--- config.mk ---
export PLATFORM = sky130hd
export DESIGN_NAME = prbs_checker_lock
export DESIGN_NICKNAME = d
export VERILOG_FILES = /design/src/rtl/prbs_pkg.sv /design/src/rtl/prbs_checker_lock_err_window.sv /design/src/rtl/prbs_checker_lock.sv
export SDC_FILE = /design/constraint.sdc
export NUM_CORES = 1
export LEC_CHECK = 0
export ABC_AREA = 1
export CAP_MARGIN = 20
export CORE_ASPECT_RATIO = 1.2
export CORE_UTILIZATION = 60
export CTS_BUF_LIST = sky130_fd_sc_hd__clkbuf_8
export CTS_CLUSTER_SIZE = 12
export DETAILED_ROUTE_END_ITERATION = 10
export PLACE_DENSITY = 0.83
export SLEW_MARGIN = 25
export SYNTH_ARGS = -nofsm -noshare
export SYNTH_HDL_FRONTEND = slang
export SYNTH_HIERARCHICAL = 1
export SYNTH_SLANG_ARGS = --single-unit
export TNS_END_PERCENT = 50
--- constraint.sdc ---
create_clock -name clk -period 3.1 [get_ports clk]
set_input_delay 0.31 -clock clk [delete_from_list [all_inputs] [get_ports clk]]
set_output_delay 0.31 -clock clk [all_outputs]
set_load 0.05 [all_outputs]
--- src/rtl/prbs_pkg.sv ---
// prbs_pkg
// Shared types and helpers for the PRBS checker.
//   prbs_sel_e    : run-time polynomial select (PRBS7/15/23/31)
//   chk_state_e   : lock FSM states (SEARCH, LOCKED)
//   TAP_A / TAP_B : feedback taps per polynomial; TAP_A is also the order N
//   prbs_predict  : next expected bit from the history register
//   prbs_nonzero  : true when the low N history bits are not all zero
package prbs_pkg;

  typedef enum logic [1:0] {
    PRBS7  = 2'd0,
    PRBS15 = 2'd1,
    PRBS23 = 2'd2,
    PRBS31 = 2'd3
  } prbs_sel_e;

  typedef enum logic {
    SEARCH = 1'b0,
    LOCKED = 1'b1
  } chk_state_e;

  localparam int SR_W = 31;

  // x^A + x^B + 1, indexed by prbs_sel_e
  localparam logic [4:0] TAP_A [4] = '{5'd7, 5'd15, 5'd23, 5'd31};
  localparam logic [4:0] TAP_B [4] = '{5'd6, 5'd14, 5'd18, 5'd28};

  // sr[0] holds the newest bit, so tap k sits at sr[k-1]
  function automatic logic prbs_predict(input logic [SR_W-1:0] sr, input prbs_sel_e sel);
    return sr[TAP_A[sel] - 5'd1] ^ sr[TAP_B[sel] - 5'd1];
  endfunction

  // An all-zero history predicts all zeros forever; it must never count as a match
  function automatic logic prbs_nonzero(input logic [SR_W-1:0] sr, input prbs_sel_e sel);
    logic [SR_W-1:0] mask;
    mask = {SR_W{1'b1}} >> (5'd31 - TAP_A[sel]);
    return |(sr & mask);
  endfunction

endpackage

--- src/rtl/prbs_checker_lock_err_window.sv ---
// prbs_err_window
// Loss-of-lock detector: counts valid bits in fixed windows of UNLOCK_WINDOW
// and errors within the current window. o_unlock strobes (combinationally) on
// the valid errored bit that brings the window error count to UNLOCK_ERRORS;
// that takes priority over a window wrap on the same bit.
// Ports:
//   clk, rstn  : clock, async active-low reset
//   i_restart  : hold both counters at zero (checker not locked)
//   i_vld      : a bit is being checked this cycle
//   i_err      : that bit is in error
//   o_unlock   : threshold reached on this bit
module prbs_err_window
  import prbs_pkg::*;
#(
  parameter int UNLOCK_WINDOW = 64,
  parameter int UNLOCK_ERRORS = 8
) (
  input  logic clk,
  input  logic rstn,
  input  logic i_restart,
  input  logic i_vld,
  input  logic i_err,
  output logic o_unlock
);

  localparam int WIN_W = (UNLOCK_WINDOW > 1) ? $clog2(UNLOCK_WINDOW) : 1;
  localparam int ERR_W = $clog2(UNLOCK_ERRORS + 1);

  logic [WIN_W-1:0] r_win_cnt;
  logic [ERR_W-1:0] r_err_cnt;
  logic             w_last;

  assign w_last   = (r_win_cnt == WIN_W'(UNLOCK_WINDOW - 1));
  assign o_unlock = i_vld & i_err & (r_err_cnt == ERR_W'(UNLOCK_ERRORS - 1));

  always_ff @(posedge clk or negedge rstn) begin
    if (!rstn) begin
      r_win_cnt <= '0;
      r_err_cnt <= '0;
    end else if (i_restart) begin
      r_win_cnt <= '0;
      r_err_cnt <= '0;
    end else if (i_vld) begin
      if (w_last) begin
        r_win_cnt <= '0;
        r_err_cnt <= '0;
      end else begin
        r_win_cnt <= r_win_cnt + WIN_W'(1);
        r_err_cnt <= r_err_cnt + ERR_W'(i_err);
      end
    end
  end

endmodule

--- src/rtl/prbs_checker_lock.sv ---
// prbs_checker_lock
// Self-synchronising PRBS7/15/23/31 checker with lock FSM and BER counters.
// In SEARCH the history register follows the received data until LOCK_COUNT
// consecutive bits match the prediction; in LOCKED it free-runs on its own
// prediction and every valid bit is compared against it. Counters only move
// while locked.
// Optional feature macro: PRBS_CHK_LOSS_CNT_EN adds lock_loss_count.
// Ports:
//   clk, rstn            : clock, async active-low reset
//   data_in/_valid       : recovered bit and its qualifier
//   prbs_sel             : polynomial select (prbs_sel_e encoding)
//   clear                : synchronous clear of the statistics counters
//   locked               : FSM is in LOCKED
//   error_pulse          : one cycle per errored bit checked while locked
//   total_bits           : saturating count of checked bits
//   total_bit_errors     : saturating count of errored bits
//   lock_loss_count      : (optional) saturating count of error-driven lock losses
module prbs_checker_lock
  import prbs_pkg::*;
#(
  parameter int CNT_WIDTH     = 32,
  parameter int LOCK_COUNT    = 64,
  parameter int UNLOCK_WINDOW = 64,
  parameter int UNLOCK_ERRORS = 8
) (
  input  logic                 clk,
  input  logic                 rstn,
  input  logic                 data_in,
  input  logic                 data_in_valid,
  input  logic [1:0]           prbs_sel,
  input  logic                 clear,
  output logic                 locked,
  output logic                 error_pulse,
  output logic [CNT_WIDTH-1:0] total_bits,
  output logic [CNT_WIDTH-1:0] total_bit_errors
`ifdef PRBS_CHK_LOSS_CNT_EN
  ,
  output logic [15:0]          lock_loss_count
`endif
);

  localparam int MATCH_W = $clog2(LOCK_COUNT + 1);

  chk_state_e           r_state, w_state_nxt;
  prbs_sel_e            r_sel;
  logic [SR_W-1:0]      r_sr, w_sr_nxt;
  logic [4:0]           r_fill_cnt, w_fill_nxt;
  logic [MATCH_W-1:0]   r_match_cnt, w_match_nxt;
  logic                 r_err_pulse;
  logic [CNT_WIDTH-1:0] r_total_bits, r_total_errs;

  logic w_sel_chg, w_pred, w_fill_done, w_match, w_err, w_lk_vld, w_unlock;

  function automatic logic [CNT_WIDTH-1:0] sat_inc(input logic [CNT_WIDTH-1:0] v);
    return (&v) ? v : v + CNT_WIDTH'(1);
  endfunction

  // A select change is seen against the registered copy; that cycle's bit is dropped
  assign w_sel_chg   = (prbs_sel != r_sel);
  assign w_pred      = prbs_predict(r_sr, r_sel);
  assign w_fill_done = (r_fill_cnt == TAP_A[r_sel]);
  assign w_match     = (data_in == w_pred) && prbs_nonzero(r_sr, r_sel);
  assign w_err       = data_in ^ w_pred;
  assign w_lk_vld    = (r_state == LOCKED) && data_in_valid && !w_sel_chg;

  prbs_err_window #(
    .UNLOCK_WINDOW(UNLOCK_WINDOW),
    .UNLOCK_ERRORS(UNLOCK_ERRORS)
  ) u_err_window (
    .clk      (clk),
    .rstn     (rstn),
    .i_restart((r_state != LOCKED) || w_sel_chg),
    .i_vld    (w_lk_vld),
    .i_err    (w_err),
    .o_unlock (w_unlock)
  );

  always_ff @(posedge clk or negedge rstn) begin
    if (!rstn) r_state <= SEARCH;
    else       r_state <= w_state_nxt;
  end

  always_comb begin
    w_state_nxt = r_state;
    w_sr_nxt    = r_sr;
    w_fill_nxt  = r_fill_cnt;
    w_match_nxt = r_match_cnt;
    if (w_sel_chg) begin
      w_state_nxt = SEARCH;
      w_fill_nxt  = '0;
      w_match_nxt = '0;
    end else if (data_in_valid) begin
      unique case (r_state)
        SEARCH: begin
          w_sr_nxt = {r_sr[SR_W-2:0], data_in};
          if (!w_fill_done) begin
            w_fill_nxt = r_fill_cnt + 5'd1;
          end else if (w_match) begin
            w_match_nxt = r_match_cnt + MATCH_W'(1);
            if (r_match_cnt == MATCH_W'(LOCK_COUNT - 1)) w_state_nxt = LOCKED;
          end else begin
            w_match_nxt = '0;
          end
        end
        LOCKED: begin
          // Reference free-runs so errored input bits do not corrupt it
          w_sr_nxt = {r_sr[SR_W-2:0], w_pred};
          if (w_unlock) begin
            w_state_nxt = SEARCH;
            w_fill_nxt  = '0;
            w_match_nxt = '0;
          end
        end
        default: ;
      endcase
    end
  end

  always_ff @(posedge clk or negedge rstn) begin
    if (!rstn) begin
      r_sel        <= PRBS7;
      r_sr         <= '0;
      r_fill_cnt   <= '0;
      r_match_cnt  <= '0;
      r_err_pulse  <= 1'b0;
      r_total_bits <= '0;
      r_total_errs <= '0;
    end else begin
      r_sel       <= prbs_sel_e'(prbs_sel);
      r_sr        <= w_sr_nxt;
      r_fill_cnt  <= w_fill_nxt;
      r_match_cnt <= w_match_nxt;
      r_err_pulse <= w_lk_vld & w_err;
      if (clear) begin
        r_total_bits <= '0;
        r_total_errs <= '0;
      end else if (w_lk_vld) begin
        r_total_bits <= sat_inc(r_total_bits);
        if (w_err) r_total_errs <= sat_inc(r_total_errs);
      end
    end
  end

`ifdef PRBS_CHK_LOSS_CNT_EN
  logic [15:0] r_loss_cnt;

  always_ff @(posedge clk or negedge rstn) begin
    if (!rstn)                         r_loss_cnt <= '0;
    else if (clear)                    r_loss_cnt <= '0;
    else if (w_lk_vld && w_unlock && !(&r_loss_cnt)) r_loss_cnt <= r_loss_cnt + 16'd1;
  end

  assign lock_loss_count = r_loss_cnt;
`endif

  assign locked           = (r_state == LOCKED);
  assign error_pulse      = r_err_pulse;
  assign total_bits       = r_total_bits;
  assign total_bit_errors = r_total_errs;

endmodule

==> results of run 1 <==
cell usage after synthesis, drive strengths merged:
master  number
a21oi       15
a31oi        1
a32o         1
and2         1
buf         24
clkbuf      14
dfrtp      121
ha           8
inv         91
nand2      252
nand3       97
nand3b       2
nand4       57
nor2       121
nor3        26
nor3b        3
nor4         6
o211ai       1
o21ai       56
o21bai       2
o22ai        1
o31ai       18
or2          1
xnor2       19
xor2        40
worst min-delay path, delay by kind of cell:
family / cells / cell delay (ns)
buf+inv: 2 / 0.22
compound gates: 2 / 0.15
metal layers:
metal,up-vias,GRT usage,share of wire
li1,3364,-,-
met1,3276,0.385,0.43
met2,233,0.495,0.49
met3,52,0.0570,0.055
met4,0,0.125,0.028
met5,-,0,0
worst min-delay path by stage:
stage | to | slack, ns | cells after the start
CTS | total_bits[26]$_DFFE_PN0P_ | 0.26 | 4
global placement | r_sr[12]$_DFFE_PN0P_ | 0.37 | 1
finish | total_bits[26]$_DFFE_PN0P_ | 0.28 | 4
detailed placement | r_sr[7]$_DFFE_PN0P_ | 0.37 | 1
floorplan | error_pulse$_DFF_PN0_ | 0.01 | 0
global route | total_bits[26]$_DFFE_PN0P_ | 0.29 | 4
final cells by class:
type                       instances  area, um^2
tap                              161         201
fill                             957        3420
inverter                          91         342
sequential                       121        3030
clock buffer                      17         234
clock inverter                    15         179
timing repair buffer              82         803
multi-input combinational        728        3840
stage by stage:
stage	std cells	hold slack, ns	util	setup WS, ns	instance area, um^2
floorplan	978	0.0144	-	0.487	7420
global placement	1182	0.366	0.679	0.339	8190
detailed placement	1182	0.371	0.679	0.213	8190
CTS	1215	0.256	0.714	0.191	8610
global route	1215	0.286	0.716	0.0550	8630
finish	1215	0.279	0.716	0.426	8630
registers in the layout, indices dropped and copies added (netlist names):
name and flops:
error_pulse 1, locked 1, r_fill_cnt 5, r_match_cnt 7, r_sel 2, r_sr 31
total_bit_errors 32, total_bits 32, u_err_window/r_err_cnt 4, u_err_window/r_win_cnt 6
power breakdown:
part           internal, W  total [W]  switching (W)
combinational     0.000233   0.000701       0.000468
clock             0.000745    0.00149       0.000747
sequential         0.00175    0.00191       0.000155
total              0.00273    0.00410        0.00137
kinds of logic after synthesis:
| family | share of synthesized area |
|---|---|
| compound gates | 0.0727 |
| xor+xnor | 0.0696 |
| fa+ha+maj | 0.0135 |
| buf+inv | 0.0765 |
| flops | 0.408 |
| simple gates | 0.360 |
repair_timing:
item / in CTS / in global routing
hold endpoints to repair: 48 / 0
hold buffers: 1 / 0
setup endpoints to repair: 0 / 11
resized for setup: 0 / 6
setup buffers: 0 / 0
==> summary.md, run 1 <==
| Metric | Value |
|---|---|
| Outcome | finished, final reports clean |
| Area Growth Syn to Fin | 16.3% |
| Vias in the first global route | 6,487 |
| VDD IR-drop max | around 330 uV |
| RSZ-0062 raised after global routing | false |
| Post-DP HPWL | ~13,000 um |
| Critical Path Source | r_sel[0]$_DFF_PN0_ |
| Final Skew | 0.00923 ns |
| Initial Utilization | 0.616 |
| H-tree levels | 4 |
| Final net count | 1,056 |
| CTS tree | built |
| CTS Buffer Depth | 2 |
| Overall die height | 124 um |
| R2r endpoint | r_fill_cnt[4]$_DFFE_PN0P_ |
| DRC | 0 |
| Tcrit/Tclk final | 0.862 |
| Worst slew margin | 0.555 |
| Io pins | 73 |
| Most common cell after layout, fill and taps aside | nand2_1 |
| Global-route wire length before repair | 30,600 um |
| Cell Chain, Critical Path | nand2_4, inv_1, ha_4, inv_1, nand2_1, nand3_1, nand3_2, nand2_2, nand2_2, nand3_2, nand2_2, nand4_1, nor2_1, o21ai_1, inv_2, nand2_1, nor2_1, xnor2_1, a21oi_1 |
| TritonCTS buffer count | 17 |
| R2R cell count | 19 |
| Max-capacitance violation count | 0 |
| R2R Path Start | r_sel[0]$_DFF_PN0_ |
| CTS clock-pin slew for the worst setup and hold paths | roughly 0.08 ns |
| Vias | 6,925 |
| Yosys top cell by area | dfrtp_1 |
| Top post-synthesis cells by area | dfrtp_1 41%, nand2_1 12%, nor2_1 5.8%, nand3_1 5.1%, nand4_1 4.7% |
| CP max-delay cell | dfrtp_2 |
| Setup TNS | 0 ns |
| Critical Path Sink | r_fill_cnt[4]$_DFFE_PN0P_ |
| Fmax | 0.374 GHz |
| CP required | 3.44 ns |
| Via-to-Cell Ratio | 5.70 |
| Global Route Usage Sum | 0.298 |
| Yosys reg bits | 121 |
| WP depth | 19 |
| Share of cells above drive strength 1 | 0.0920 |
| DR WL/cell | 15.0 um |
| Worst setup EP type | flop |
| Top-area cell type share of the netlist area | 0.408 |
| Most frequent cells in the layout | 241 x nand2_1, 119 x dfrtp_1, 115 x nor2_1 |
| FF-to-FF setup slack | 0.43 ns |
| Setup crit start kind | flop |
| Number of port buffers | 72 |
| Final setup vio count | 0 |
| Routed WL | 18,200 um |
| Total grt overflow | 0 |
| Initial antenna violation count | 0 |
| Final Hold Violating Endpoints | 0 |
| Row cnt | 44 |
| Pins Over Slew Limit | 0 |
| CTS Sinks | about 120 |
| Hold crit path type | in2reg |
| GPL Wtd Cong | 0.985 |
| Highest net fanout along the worst path | 10 |
| Cell variety after synth | 39 |
| Post-Syn Area | 7420 um^2 |
| DR iter-0 viols | ~480 |
| Final min period | 2.67 ns |
| Lkg Pwr | 3.61 nW |
| Design Power | 0.00410 W |
| Cell mode on critical path | nand2_2 |
| Die footprint | 12,800 um^2 |
| Final ANT Viol Nets | 0 |
| Clk root buf | clkbuf_8 |
| Syn Inst Count | 978 |
| Crit path DAT | 3.01 ns |
| Chip width | approximately 100 um |
| Core area | 12,100 um^2 |
| Pwr/cell area | about 480 nW/um^2 |
| Top Family by Delay on Critical Path | simple AND/OR/NAND/NOR gates |
| Largest net degree at the start of global routing | 74 |
| Hold Crit Start | clear |
| CP Buf/Inv Count | 3 |
| Worst setup path category | reg2reg |
| Max stage delay on crit path | 0.47 ns |
| Antenna fix cells | 0 |
| Worst Tran Pin Value | 0.667 ns |
| Syn avg cell area | 7.59 um^2 |
| Register area share after synthesis | 0.408 |
| Initial DRT Pass Iterations | 7 |
| Syn_nets | 993 |
| Number of synthesis warnings | 6 |
| Clk_lat worst skew | 0.45 ns |
No activity file was read; power rests on OpenSTA's default activity.
==> run 2: changes to the inputs <==
--- a/config.mk
+++ b/config.mk
@@ -12,8 +12,10 @@
 export CTS_BUF_LIST = sky130_fd_sc_hd__clkbuf_8
 export CTS_CLUSTER_SIZE = 12
 export DETAILED_ROUTE_END_ITERATION = 10
+export HOLD_SLACK_MARGIN = 0.15
 export PLACE_DENSITY = 0.83
-export SLEW_MARGIN = 25
+export SETUP_SLACK_MARGIN = 0.5
+export SLEW_MARGIN = 10
 export SYNTH_ARGS = -nofsm -noshare
 export SYNTH_HDL_FRONTEND = slang
 export SYNTH_HIERARCHICAL = 1
==> run 2 against run 1 <==
Effect of this change:
- clock-buffer cell count is the same
- global-route usage shrank 0.19 points
- utilization rose by 2.3 points
- flip-flop and latch count stayed put
- register-to-register slack barely moved
- final area rose by 3.2%
- wire length grew 4.9%
- combinational power is 16% higher
- critical path type unchanged
==> summary.md, run 2 (same netlist as run 1, synthesis figures left out) <==
| Metric | Value |
|---|---|
| Outcome | finished, final reports clean |
| DR WL/cell | 15.5 um |
| Initial Utilization | 0.616 |
| Area Growth Syn to Fin | 20.0% |
| Most frequent cells in the layout | 239 x nand2_1, 119 x dfrtp_1, 113 x nor2_1 |
| Setup TNS | 0 ns |
| Setup crit start kind | flop |
| Final Skew | 0.0103 ns |
| Total grt overflow | 0 |
| Post-DP HPWL | 12,500 um |
| Worst setup EP type | flop |
| Final net count | 1,072 |
| Worst Tran Pin Value | 0.693 ns |
| CTS clock-pin slew for the worst setup and hold paths | 0.08 ns |
| Via-to-Cell Ratio | about 5.7 |
| Final min period | between 2 and 3 ns |
| Global-route wire length before repair | about 30,000 um |
| Cell mode on critical path | nand2_4 |
| DR iter-0 viols | between 500 and 600 |
| Row cnt | 44 |
| Pwr/cell area | 469 nW/um^2 |
| Cell Count, Final, Fillers Out | 1,231 |
| H-tree levels | 4 |
| Lkg Pwr | 3.70 nW |
| Hold Crit Start | clear |
| CP Buf/Inv Count | 2 |
| Worst setup path category | reg2reg |
| Clk_lat worst skew | approximately 0.46 ns |
| GPL Wtd Cong | 0.983 |
| Vias | 7,063 |
| Initial DRT Pass Iterations | 7 |
| Final ANT Viol Nets | 0 |
| Share of cells above drive strength 1 | 0.124 |
| Hold crit path type | in2reg |
| Number of port buffers | between 70 and 80 |
| Cell Chain, Critical Path | buf_8, nor2_4, ha_4, xor2_4, nand3_2, nand3_4, nand2_4, nand2_4, nand3_4, nand2_4, nand4_1, nor2_2, o21ai_2, inv_2, nand2_4, nor2_4, xnor2_2, a21oi_2 |
| Chip width | ~100 um |
| DRC | 0 |
| Core area | 12,100 um^2 |
| Crit path DAT | 3.03 ns |
| RSZ-0062 raised after global routing | true |
| Largest net degree at the start of global routing | 71 |
| Final setup vio count | 0 |
| Max-capacitance violation count | 0 |
| Overall die height | 124 um |
| VDD IR-drop max | roughly 380 uV |
| R2R Path Start | r_sel[0]$_DFF_PN0_ |
| Most common cell after layout, fill and taps aside | nand2_1 |
| Worst slew margin | 0.538 |
| Clk root buf | clkbuf_8 |
| Final Hold Violating Endpoints | 0 |
| Pins Over Slew Limit | 0 |
| CTS Buffer Depth | 2 |
| Antenna fix cells | 0 |
| Vias in the first global route | 6,434 |
| Initial antenna violation count | 0 |
| Highest net fanout along the worst path | 5 |
| CP max-delay cell | dfrtp_2 |
| Max stage delay on crit path | 0.46 ns |
| Io pins | 73 |
| Routed WL | 19,100 um |
| Placed cells | 1,183 |
| Top Family by Delay on Critical Path | simple AND/OR/NAND/NOR gates |
| Tcrit/Tclk final | 0.865 |
| CP required | 3.45 ns |
| Critical Path Source | r_sel[0]$_DFF_PN0_ |
| Hold Slack | between 0.2 and 0.3 ns |
| TritonCTS buffer count | 17 |
| Fmax | 0.373 GHz |
| Global Route Usage Sum | 0.296 |
| Die footprint | 12,800 um^2 |
| CTS Sinks | 121 |
| CTS tree | built |
## run 2: worst paths after layout
kind | to | slack [ns] | cells after the start
worst max register to register | r_fill_cnt[4]$_DFFE_PN0P_ | 0.42 | 18
min in group asynchronous | r_sr[8]$_DFFE_PN0P_ | 0.41 | 2
worst min-delay path | total_bit_errors[4]$_DFFE_PN0P_ | 0.29 | 4
worst min register to register | r_sr[20]$_DFFE_PN0P_ | 0.49 | 2
worst max-delay path | r_fill_cnt[4]$_DFFE_PN0P_ | 0.42 | 18
max in group asynchronous | total_bit_errors[25]$_DFFE_PN0P_ | 1.88 | 3
## run 2: routing by layer
| layer | track usage | up-vias | wire [um] |
|---|---|---|---|
| met1 | 0.378 | 3357 | 8240 |
| met5 | 0 | - | 0 |
| met3 | 0.0523 | 46 | 1020 |
| met4 | 0.133 | 0 | 588 |
| met2 | 0.497 | 270 | 9250 |
| li1 | - | 3390 | - |
## run 2: final cells by class
cell class                      instances  area [um^2]
Sequential cell                       121         3030
Timing Repair Buffer                   98          931
Tap cell                              161          201
Multi-Input combinational cell        728         4000
Inverter                               91          344
Fill cell                             894         3150
Clock buffer                           17          234
Clock inverter                         15          166
## run 2: through the flow
step	util	worst slack (ns)	total power (W)	instance area [um^2]
final	0.739	0.419	0.00418	8910
after global routing	0.739	0.290	0.00437	8910
after CTS	0.720	0.502	0.00407	8680
after detailed placement	0.680	0.226	0.00261	8200
after global placement	0.680	0.367	0.00259	8200
after floorplan	-	0.510	0.00241	7420
## run 2: worst register-to-register path, delay by kind of cell (launching register included)
family          cells  cell delay [ns]
simple gates       11             1.23
flops               1             0.46
xor+xnor            2             0.30
buf+inv             2             0.27
fa+ha+maj           1             0.20
compound gates      2             0.11
## run 2: timing repair
| action | in CTS | in global routing |
|---|---|---|
| pin swaps | 4 | 15 |
| setup endpoints to repair | 46 | 56 |
| setup buffers | 4 | 11 |
| hold buffers | 1 | 0 |
| endpoints found under the hold margin | 51 | 0 |
| gates resized for setup | 9 | 38 |
## run 2: power breakdown
group / leakage (nW) / internal [W] / switching (W) / total (W)
Sequential: 1.66 / 0.00175 / 0.000154 / 0.00191
Combinational: 1.85 / 0.000280 / 0.000533 / 0.000813
Clock: 0.199 / 0.000727 / 0.000728 / 0.00146
